$ cat config.mk
export PLATFORM = sky130hd
export DESIGN_NAME = pht_update_scheduler
export DESIGN_NICKNAME = d
export VERILOG_FILES = /design/src/rtl/pht_update_scheduler.sv
export SDC_FILE = /design/constraint.sdc
export NUM_CORES = 1
export LEC_CHECK = 0
export ABC_AREA = 0
export BUFFER_PORTS_ARGS = -buffer_cell sky130_fd_sc_hd__buf_2
export CAP_MARGIN = 20
export CORE_MARGIN = 8
export CORE_UTILIZATION = 55
export DETAILED_ROUTE_END_ITERATION = 10
export GPL_ROUTABILITY_DRIVEN = 0
export GPL_TIMING_DRIVEN = 0
export PLACE_DENSITY_LB_ADDON = 0.2
export SLEW_MARGIN = 20
export SYNTH_ARGS = -nofsm -noshare
export SYNTH_HDL_FRONTEND = slang
export SYNTH_SLANG_ARGS = --single-unit
$ cat constraint.sdc
create_clock -name clk -period 4.65 [get_ports clk]
set_clock_uncertainty 0.2 [all_clocks]
set_input_delay 0.2325 -clock clk [delete_from_list [all_inputs] [get_ports clk]]
set_output_delay 0.2325 -clock clk [all_outputs]
set_load 0.02 [all_outputs]
$ cat src/rtl/pht_update_scheduler.sv
// PHT write-port scheduler: saturating counter updates, per-bank arbitration,
// deferred-update FIFO for bank conflicts, and the table init sweep.
module pht_update_scheduler #(
    parameter int ENTRY_NUM  = 1024,
    parameter int ENTRY_BIT  = 2,
    parameter int REQ_NUM    = 2,
    parameter int BANK_NUM   = 2,
    parameter int QUEUE_SIZE = 8,
    localparam int IDX_W  = $clog2(ENTRY_NUM),
    localparam int BANK_W = $clog2(BANK_NUM),
    localparam int ROW_W  = IDX_W - BANK_W,
    localparam int QP_W   = $clog2(QUEUE_SIZE)
) (
    input  logic                 clk,
    input  logic                 rstN,
    input  logic                 initStart,
    input  logic [REQ_NUM-1:0]   reqValid,
    input  logic [IDX_W-1:0]     reqAddr [REQ_NUM],
    input  logic [REQ_NUM-1:0]   reqTaken,
    input  logic [ENTRY_BIT-1:0] reqPrev [REQ_NUM],
    output logic [BANK_NUM-1:0]  wrEn,
    output logic [ROW_W-1:0]     wrRow [BANK_NUM],
    output logic [ENTRY_BIT-1:0] wrVal [BANK_NUM],
    output logic                 initBusy,
    output logic [QP_W:0]        qCount,
    output logic                 qOverflow,
    output logic [7:0]           dropCnt
);

    localparam logic [0:0] ST_INIT = 1'b0;
    localparam logic [0:0] ST_RUN  = 1'b1;

    localparam logic [ENTRY_BIT-1:0] MAX      = '1;
    localparam logic [ENTRY_BIT-1:0] INIT_VAL = ENTRY_BIT'(2 ** (ENTRY_BIT - 1));
    localparam logic [ROW_W-1:0]     ROW_LAST = ROW_W'(ENTRY_NUM / BANK_NUM - 1);
    localparam logic [QP_W:0]        Q_DEPTH  = (QP_W + 1)'(QUEUE_SIZE);

    logic [0:0]       state_q, state_d;
    logic [ROW_W-1:0] row_q, row_d;
    logic [QP_W-1:0]  rd_ptr_q, rd_ptr_d;
    logic [QP_W-1:0]  wr_ptr_q, wr_ptr_d;
    logic [QP_W:0]    cnt_q, cnt_d;
    logic [7:0]       drop_q, drop_d;

    logic [BANK_W-1:0]    q_bank_q [QUEUE_SIZE];
    logic [BANK_W-1:0]    q_bank_d [QUEUE_SIZE];
    logic [ROW_W-1:0]     q_row_q  [QUEUE_SIZE];
    logic [ROW_W-1:0]     q_row_d  [QUEUE_SIZE];
    logic [ENTRY_BIT-1:0] q_val_q  [QUEUE_SIZE];
    logic [ENTRY_BIT-1:0] q_val_d  [QUEUE_SIZE];

    logic [BANK_W-1:0]    req_bank [REQ_NUM];
    logic [ROW_W-1:0]     req_row  [REQ_NUM];
    logic [ENTRY_BIT-1:0] req_val  [REQ_NUM];

    logic [BANK_NUM-1:0] claimed;
    logic [BANK_W-1:0]   head_bank;
    logic                pop;
    logic [QP_W:0]       free_slots;
    logic [QP_W:0]       n_push;
    logic [7:0]          n_drop;
    logic [8:0]          drop_sum;
    logic [QP_W-1:0]     slot;

    // Saturating counter step, computed for every request regardless of grant
    always_comb begin
        for (int i = 0; i < REQ_NUM; i++) begin
            req_bank[i] = reqAddr[i][BANK_W-1:0];
            req_row[i]  = reqAddr[i][IDX_W-1:BANK_W];
            if (reqTaken[i]) begin
                req_val[i] = (reqPrev[i] == MAX) ? MAX
                           : reqPrev[i] + ENTRY_BIT'(1);
            end else begin
                req_val[i] = (reqPrev[i] == '0) ? '0
                           : reqPrev[i] - ENTRY_BIT'(1);
            end
        end
    end

    always_comb begin
        state_d    = state_q;
        row_d      = row_q;
        rd_ptr_d   = rd_ptr_q;
        wr_ptr_d   = wr_ptr_q;
        cnt_d      = cnt_q;
        drop_d     = drop_q;
        q_bank_d   = q_bank_q;
        q_row_d    = q_row_q;
        q_val_d    = q_val_q;
        wrEn       = '0;
        qOverflow  = 1'b0;
        claimed    = '0;
        head_bank  = '0;
        pop        = 1'b0;
        free_slots = '0;
        n_push     = '0;
        n_drop     = '0;
        drop_sum   = '0;
        slot       = '0;
        for (int b = 0; b < BANK_NUM; b++) begin
            wrRow[b] = '0;
            wrVal[b] = '0;
        end

        case (state_q)
            ST_INIT: begin
                wrEn = '1;
                for (int b = 0; b < BANK_NUM; b++) begin
                    wrRow[b] = row_q;
                    wrVal[b] = INIT_VAL;
                end
                row_d = row_q + ROW_W'(1);
                if (row_q == ROW_LAST) begin
                    state_d = ST_RUN;
                end
            end
            ST_RUN: begin
                if (initStart) begin
                    state_d  = ST_INIT;
                    row_d    = '0;
                    rd_ptr_d = '0;
                    wr_ptr_d = '0;
                    cnt_d    = '0;
                end else begin
                    if (cnt_q != '0) begin
                        head_bank           = q_bank_q[rd_ptr_q];
                        wrEn[head_bank]     = 1'b1;
                        wrRow[head_bank]    = q_row_q[rd_ptr_q];
                        wrVal[head_bank]    = q_val_q[rd_ptr_q];
                        claimed[head_bank]  = 1'b1;
                        pop                 = 1'b1;
                    end
                    // A popped head frees its slot for this cycle's pushes
                    free_slots = Q_DEPTH - cnt_q + (QP_W + 1)'(pop);
                    for (int i = 0; i < REQ_NUM; i++) begin
                        if (reqValid[i]) begin
                            if (!claimed[req_bank[i]]) begin
                                claimed[req_bank[i]] = 1'b1;
                                wrEn[req_bank[i]]    = 1'b1;
                                wrRow[req_bank[i]]   = req_row[i];
                                wrVal[req_bank[i]]   = req_val[i];
                            end else if (n_push < free_slots) begin
                                slot          = wr_ptr_q + n_push[QP_W-1:0];
                                q_bank_d[slot] = req_bank[i];
                                q_row_d[slot]  = req_row[i];
                                q_val_d[slot]  = req_val[i];
                                n_push        = n_push + (QP_W + 1)'(1);
                            end else begin
                                n_drop = n_drop + 8'd1;
                            end
                        end
                    end
                    qOverflow = (n_drop != '0);
                    drop_sum  = {1'b0, drop_q} + {1'b0, n_drop};
                    drop_d    = drop_sum[8] ? 8'hff : drop_sum[7:0];
                    rd_ptr_d  = rd_ptr_q + QP_W'(pop);
                    wr_ptr_d  = wr_ptr_q + n_push[QP_W-1:0];
                    cnt_d     = cnt_q - (QP_W + 1)'(pop) + n_push;
                end
            end
            default: begin
                state_d = ST_INIT;
                row_d   = '0;
            end
        endcase

        if (!rstN) begin
            wrEn = '0;
        end
    end

    always_ff @(posedge clk or negedge rstN) begin
        if (!rstN) begin
            state_q  <= ST_INIT;
            row_q    <= '0;
            rd_ptr_q <= '0;
            wr_ptr_q <= '0;
            cnt_q    <= '0;
            drop_q   <= '0;
        end else begin
            state_q  <= state_d;
            row_q    <= row_d;
            rd_ptr_q <= rd_ptr_d;
            wr_ptr_q <= wr_ptr_d;
            cnt_q    <= cnt_d;
            drop_q   <= drop_d;
        end
    end

    always_ff @(posedge clk) begin
        q_bank_q <= q_bank_d;
        q_row_q  <= q_row_d;
        q_val_q  <= q_val_d;
    end

    assign initBusy = (state_q == ST_INIT);
    assign qCount   = cnt_q;
    assign dropCnt  = drop_q;

endmodule

Word level (Yosys, flattened, before mapping)

Index checks and enable logic that the tools add are counted.

Register bits after elaboration: 124
Input bits: 31
Output and inout port bits: 38
Logic and storage cells: 244

Add/sub/neg operators: 15
Magnitude comparators: 19
Eq/ne operators: 4
Mux-type cells: 151
Bitwise gates (word level): 12
Reductions and logical operators: 13

Operators by type and width:

| kind                                                     | count |
|---|---|
| two-way mux 72 bit                                       | 8 |
| two-way mux 18 bit                                       | 10 |
| bitwise mux 72 bit                                       | 2 |
| two-way mux 16 bit                                       | 8 |
| two-way mux 8 bit                                        | 16 |
| two-way mux 4 bit                                        | 18 |
| two-way mux 9 bit                                        | 8 |
| demux 9 bit (select 3 bit)                               | 2 |
| two-way mux 2 bit                                        | 24 |
| bitwise mux 18 bit                                       | 2 |
| case mux 18 bit (2 select lines)                         | 1 |
| bitwise mux 16 bit                                       | 2 |
| binary-select mux 9 bit (select 3 bit)                   | 1 |
| demux 9 bit (select 1 bit)                               | 3 |
| two-way mux 1 bit                                        | 24 |
| AND 18 bit                                               | 1 |
| case mux 9 bit (2 select lines)                          | 1 |
| bitwise mux 8 bit                                        | 2 |
| demux 2 bit (select 3 bit)                               | 2 |
| greater-or-equal comparator 4 bit, second input constant | 3 |
| NOT 3 -> 4 bit                                           | 3 |
| adder 8 x 8 -> 9 bit                                     | 1 |
| adder 9 x 1 -> 9 bit, second input constant              | 1 |
| equality test 9 bit, second input constant               | 1 |
| 38 further kinds                                         | 70 |

Logic depth before layout (Yosys ltp)

Depth after elaboration: 27
Gate-level depth with buffers: 23
Mapped depth without buffers: 21

Worst setup path before layout

No wires, ideal clock.

Path type: register to register
Start point: reg cnt_q[2] (netlist: qCount[2])
End point: reg drop_q[2] (netlist: dropCnt[2])
Library setup time: 0.136 ns
Data arrival time: 4.269 ns
Required time: 4.314 ns
Setup slack: 0.045 ns
Stages on the path, launching flop included: 23
Buffers on the path: 4
Period minus slack after synthesis: 4.605 ns
Cells stage by stage: dfrtp_1 > inv_1 > ha_1 > or3b_1 > clkbuf_1 > inv_2 > ha_1 > inv_1 > ha_1 > nor3b_1 > a31oi_1 > a311oi_2 > buf_2 > buf_2 > ha_1 > nand2_1 > o21ai_0 > ha_1 > fa_1 > and3_1 > clkbuf_1 > nand4_1 > o21ai_0

Cells in the longest elaborated chain, start to end: 19
Elaborated cells on any way between the ends: 38
Those cells by class: add/sub: 4; order compare: 2; mux: 30; bitwise: 1; reduce/logical: 1

RTL lines:

| element                                                           | RTL line | text |
|---|---|---|
| from (decl)                                                       | 42       | `logic [QP_W:0] cnt_q, cnt_d;` |
| from (signal assigned)                                            | 185      | `cnt_q <= cnt_d;` |
| nonzero test 4 bit                                                | 125      | `if (cnt_q != '0) begin` |
| two-way mux 1 bit                                                 | 125      |  |
| two-way mux 1 bit                                                 | 118      | `if (initStart) begin` |
| two-way mux 1 bit                                                 | 105      | `case (state_q)` |
| adder 4 x 1 -> 4 bit                                              | 134      | `free_slots = Q_DEPTH - cnt_q + (QP_W + 1)'(pop);` |
| < comparator 1 x 4 -> 1 bit                                       | 142      | `end else if (n_push < free_slots) begin` |
| two-way mux 1 bit                                                 | 142      |  |
| two-way mux 1 bit                                                 | 137      | `if (!claimed[req_bank[i]]) begin` |
| [3 not listed]                                                    | -        |  |
| adder 8 x 1 -> 8 bit / < comparator 4 bit (equally long branches) | 149, 142 |  |
| two-way mux 8 bit                                                 | 142      |  |
| two-way mux 8 bit                                                 | 137      |  |
| two-way mux 8 bit *                                               | 136      | `if (reqValid[i]) begin` |
| two-way mux 8 bit *                                               | 118      |  |
| two-way mux 8 bit *                                               | 105      |  |
| adder 8 x 8 -> 9 bit *                                            | 154      | `drop_sum = {1'b0, drop_q} + {1'b0, n_drop};` |
| two-way mux 8 bit *                                               | 155      | `drop_d = drop_sum[8] ? 8'hff : drop_sum[7:0];` |
| to (signal assigned)                                              | 186      | `drop_q <= drop_d;` |
| to (decl)                                                         | 43       | `logic [7:0] drop_q, drop_d;` |

Every way passes the cells marked *; elsewhere a longest branch is shown, timed or not. The select of a mux whose other input is x is not followed.
A chain may end at the register's enable or synchronous reset.

Worst setup path in the final report

Start point: reg cnt_q[2] (netlist: qCount[2])
End point: reg cnt_q[1] (netlist: qCount[1])

Cells in the longest elaborated chain, start to end: 19
Elaborated cells on any way between the ends: 34
Those cells by class: add/sub: 5; order compare: 2; mux: 25; bitwise: 1; reduce/logical: 1

RTL lines:

| element                                                           | RTL line | text |
|---|---|---|
| nonzero test 4 bit                                                | 125      |  |
| two-way mux 1 bit                                                 | 125      |  |
| two-way mux 1 bit                                                 | 118      |  |
| two-way mux 1 bit                                                 | 105      |  |
| adder 4 x 1 -> 4 bit                                              | 134      |  |
| < comparator 1 x 4 -> 1 bit                                       | 142      |  |
| two-way mux 1 bit                                                 | 142      |  |
| two-way mux 1 bit                                                 | 137      |  |
| [3 not listed]                                                    | -        |  |
| adder 4 x 1 -> 4 bit / < comparator 4 bit (equally long branches) | 147, 142 |  |
| two-way mux 4 bit                                                 | 142      |  |
| two-way mux 4 bit                                                 | 137      |  |
| two-way mux 4 bit                                                 | 136      |  |
| two-way mux 4 bit                                                 | 118      |  |
| two-way mux 4 bit                                                 | 105      |  |
| adder 4 bit *                                                     | 158      | `cnt_d = cnt_q - (QP_W + 1)'(pop) + n_push;` |
| two-way mux 4 bit *                                               | 118      |  |

Marks and branches as above.

==> flow_summary.ini <==
[run]
cap_violations = 0

[synth]
synth_common_cells = o21ai_0 (115), nand3_1 (108), nor3_1 (101), a31oi_1 (98), edfxtp_1 (96)
avgSynthCellArea_sq_um = 9.16
synth_most_common_cell = o21ai_0
ys_seq_elements = 124
yosysSeqAreaShare_pct = 40.5
yosysTopAreaCellShare_pct = 32.6
synth.distinct_cells = 55
yosys.area.top_type = edfxtp_1
synth.area.top_cells = edfxtp_1 (33%), dfrtp_1 (7.9%), a31oi_1 (6.9%)
synthFlopType = edfxtp_1
synthesis.area_sq_um = 8850
syn-instance-count = 966
synthArstFlopShare_pct = 22.6
synth_nets = 1019
synth_edf_count = 96
ys.warnings.count = 0

[power]
power_density_nw_per_um2 = 473
p_leak_nw = 3.49
seq_power_share_pct = 28.8
intPower_mw = 2.88
clkPwrFrac_pct = 28.3
switching_share_pct = 39.7
switchingPower_mw = 1.90
vdd_ir_drop_max_uv = 327
combPwrFrac_pct = 42.9
totalPowerFinal_mw = 4.78

[clock_network]
clk_latency_ns = 0.44
cts_tree = yes
htreeDepth = 4
cts-buffers-inserted = 17
clockRootBuffer = clkbuf_16
clk_pin_slew_ns = 0.06
cts_buffer_depth = 2
cts_sinks = 124

[timing]
setup_violations = 0
slew_violations = 0
worstMarginPinSlew_ns = 0.926
slew_headroom_pct = 38.3
layout_min_cycle_time_ns = 4.47
fin_crit_sh_pct = 96.1
fmaxAchievable_mhz = 224
tns_ns = 0
hold_viol = 0

[global_route]
track_usage_pct = 31.5
grt_pass1_vias = 8498
grt_max_degree = 76
grt_overflow = 0
antenna_found_initial = 0
grt_pass1_wl_um = 49200

[worst_setup_path]
path_class = reg2reg
cp.required_ns = 4.73
worst_ep_arrival_time_ns = 4.55
r2r_cells = 20
cp-end-kind = register
cp-start-kind = register
cp_max_fo = 4
rrSetupSlack_ns = 0.18
r2r-end = qCount[1]
r2r-start = qCount[2]

[die]
initial_core_util_pct = 55.9
num_io_pins = 69
coreArea_sq_um = 15800
dieArea_sq_um = 20400
die_x_um = 143
die_h_um = 143
rows = 46

[layout]
diodes = 0
layout.nets = 1095
seqCellArea_sq_um = 3580
layout.cells.non_filler = 1271
multi_input_area_sq_um = 4760
layout-drive-gt1-share_pct = 16.6
final_area_sq_um = 10100
syn_to_final_growth_pct = 14.1
fill_cells = 1318

[place]
dp.cells = 1232
hpwlAfterDp_um = 22000
postPlaceCellArea_sq_um = 9400
io_buffer_count = 49

[status]
status = completed

[hold_path]
min_from = initStart
holdPathEnd = row_q[7]
hp-class = in2reg
holdPathStages = 4

[detailed_routing]
first_pass_iters = 9
drc = 0
wire_per_inst_um = 25.2
drt_iter0_markers = 1598
viasPerCell = 7.18
wl_um = 32000
ant_nets = 0
via_count = 9128
## worst max path at each step
stage,startpoint,slack [ns],end
2_1_floorplan,qCount[2],0.04,dropCnt[2]
3_3_place_gp,initStart,-1.21,dropCnt[2]
3_5_place_dp,qCount[2],-0.74,dropCnt[4]
4_1_cts,qCount[2],0.03,dropCnt[4]
5_1_grt,qCount[2],-0.01,qCount[3]
6_report,qCount[2],0.18,qCount[1]
## sequential cells by signal (all words and copies together), names as in the netlist
signal,count
rd_ptr_q,3
dropCnt,8
qCount,4
q_row_q,72
state_q,1
row_q,9
q_bank_q,8
q_val_q,16
wr_ptr_q,3
## routing by layer
metal	global-route usage [%]	part of all wire [%]
met4	12.6	3.7
met2	47.3	45
met1	42.1	38
met5	0	0
met3	8.71	14
## layout make-up
| class | instances | area share (%) |
|---|---|---|
| multi-input combinational | 706 | 47.1 |
| clock buffer | 18 | 4.25 |
| inverter | 19 | 0.781 |
| clock inverter | 14 | 1.51 |
| tap | 216 | 2.68 |
| timing repair buffer | 60 | 3.47 |
| sequential | 124 | 35.5 |
| buffer | 114 | 4.71 |
## power by group through the flow
| stage | Combinational [mW] | Clock [mW] | Sequential [mW] |
|---|---|---|---|
| 3_5_place_dp | 1.95 | 0 | 1.39 |
| 4_1_cts | 1.96 | 1.35 | 1.37 |
| 2_1_floorplan | 1.38 | 0 | 1.38 |
| 5_1_grt | 2.18 | 1.39 | 1.38 |
| 3_3_place_gp | 1.92 | 0 | 1.39 |
| 6_report | 2.05 | 1.35 | 1.37 |
## cell families after synthesis
family / synth area share, %
DFF: 40.5
AOI/OAI and AO/OA: 21.1
xor gates and xnor gates: 1.09
adders and majority gates: 3.82
muxes: 9.06
buffers and inverters: 6.23
and+or+nand+nor: 18.2
## metrics by stage
| stage | setup slack [ns] | util (%) | hold WS (ns) |
|---|---|---|---|
| 3_5_place_dp | -0.737 | 59.4 | 0.119 |
| 3_3_place_gp | -1.21 | 59.2 | 0.110 |
| 6_report | 0.183 | 63.8 | 0.174 |
| 5_1_grt | -0.0107 | 63.8 | 0.199 |
| 4_1_cts | 0.0270 | 63.4 | 0.149 |
| 2_1_floorplan | 0.0446 | - | -0.263 |
## critical path, stage by stage (launching register included)
cell and delay [ns]:
dfrtp_1 0.40, inv_2 0.08, ha_1 0.14, or3b_4 0.40
inv_4 0.09, ha_2 0.19, inv_1 0.05, ha_1 0.19
nor3b_2 0.24, a31oi_2 0.08, a311oi_2 0.41, buf_6 0.17
inv_1 0.04, ha_1 0.31, mux2i_2 0.23, ha_2 0.31
inv_1 0.05, ha_1 0.17, fa_1 0.42, nand2_1 0.07
o22ai_1 0.07
## timing repair
| item | 4_1_cts | 5_1_grt |
|---|---|---|
| hold endpoints to repair | 28 | 0 |
| pin swaps | 2 | 3 |
| setup endpoints to repair | 97 | 101 |
| setup buffers | 3 | 6 |
| hold buffers | 1 | 0 |
| gates resized for setup | 6 | 14 |
## layout by cell type, fill, tap and decap left out, drive strengths merged, types with 9 or more instances in the layout
cell type,count
ha,19
o31ai,17
nor3,101
mux4,22
inv,18
or2,9
nor2,18
buf,102
nand3,108
a31oi,98
and3,18
edfxtp,96
a21oi,11
dfrtp,28
a22oi,11
nand2,40
nor2b,9
o21ai,117
a221oi,11
mux2i,16
clkbuf,89
mux2,13
Power figures use the tool's default switching activity.
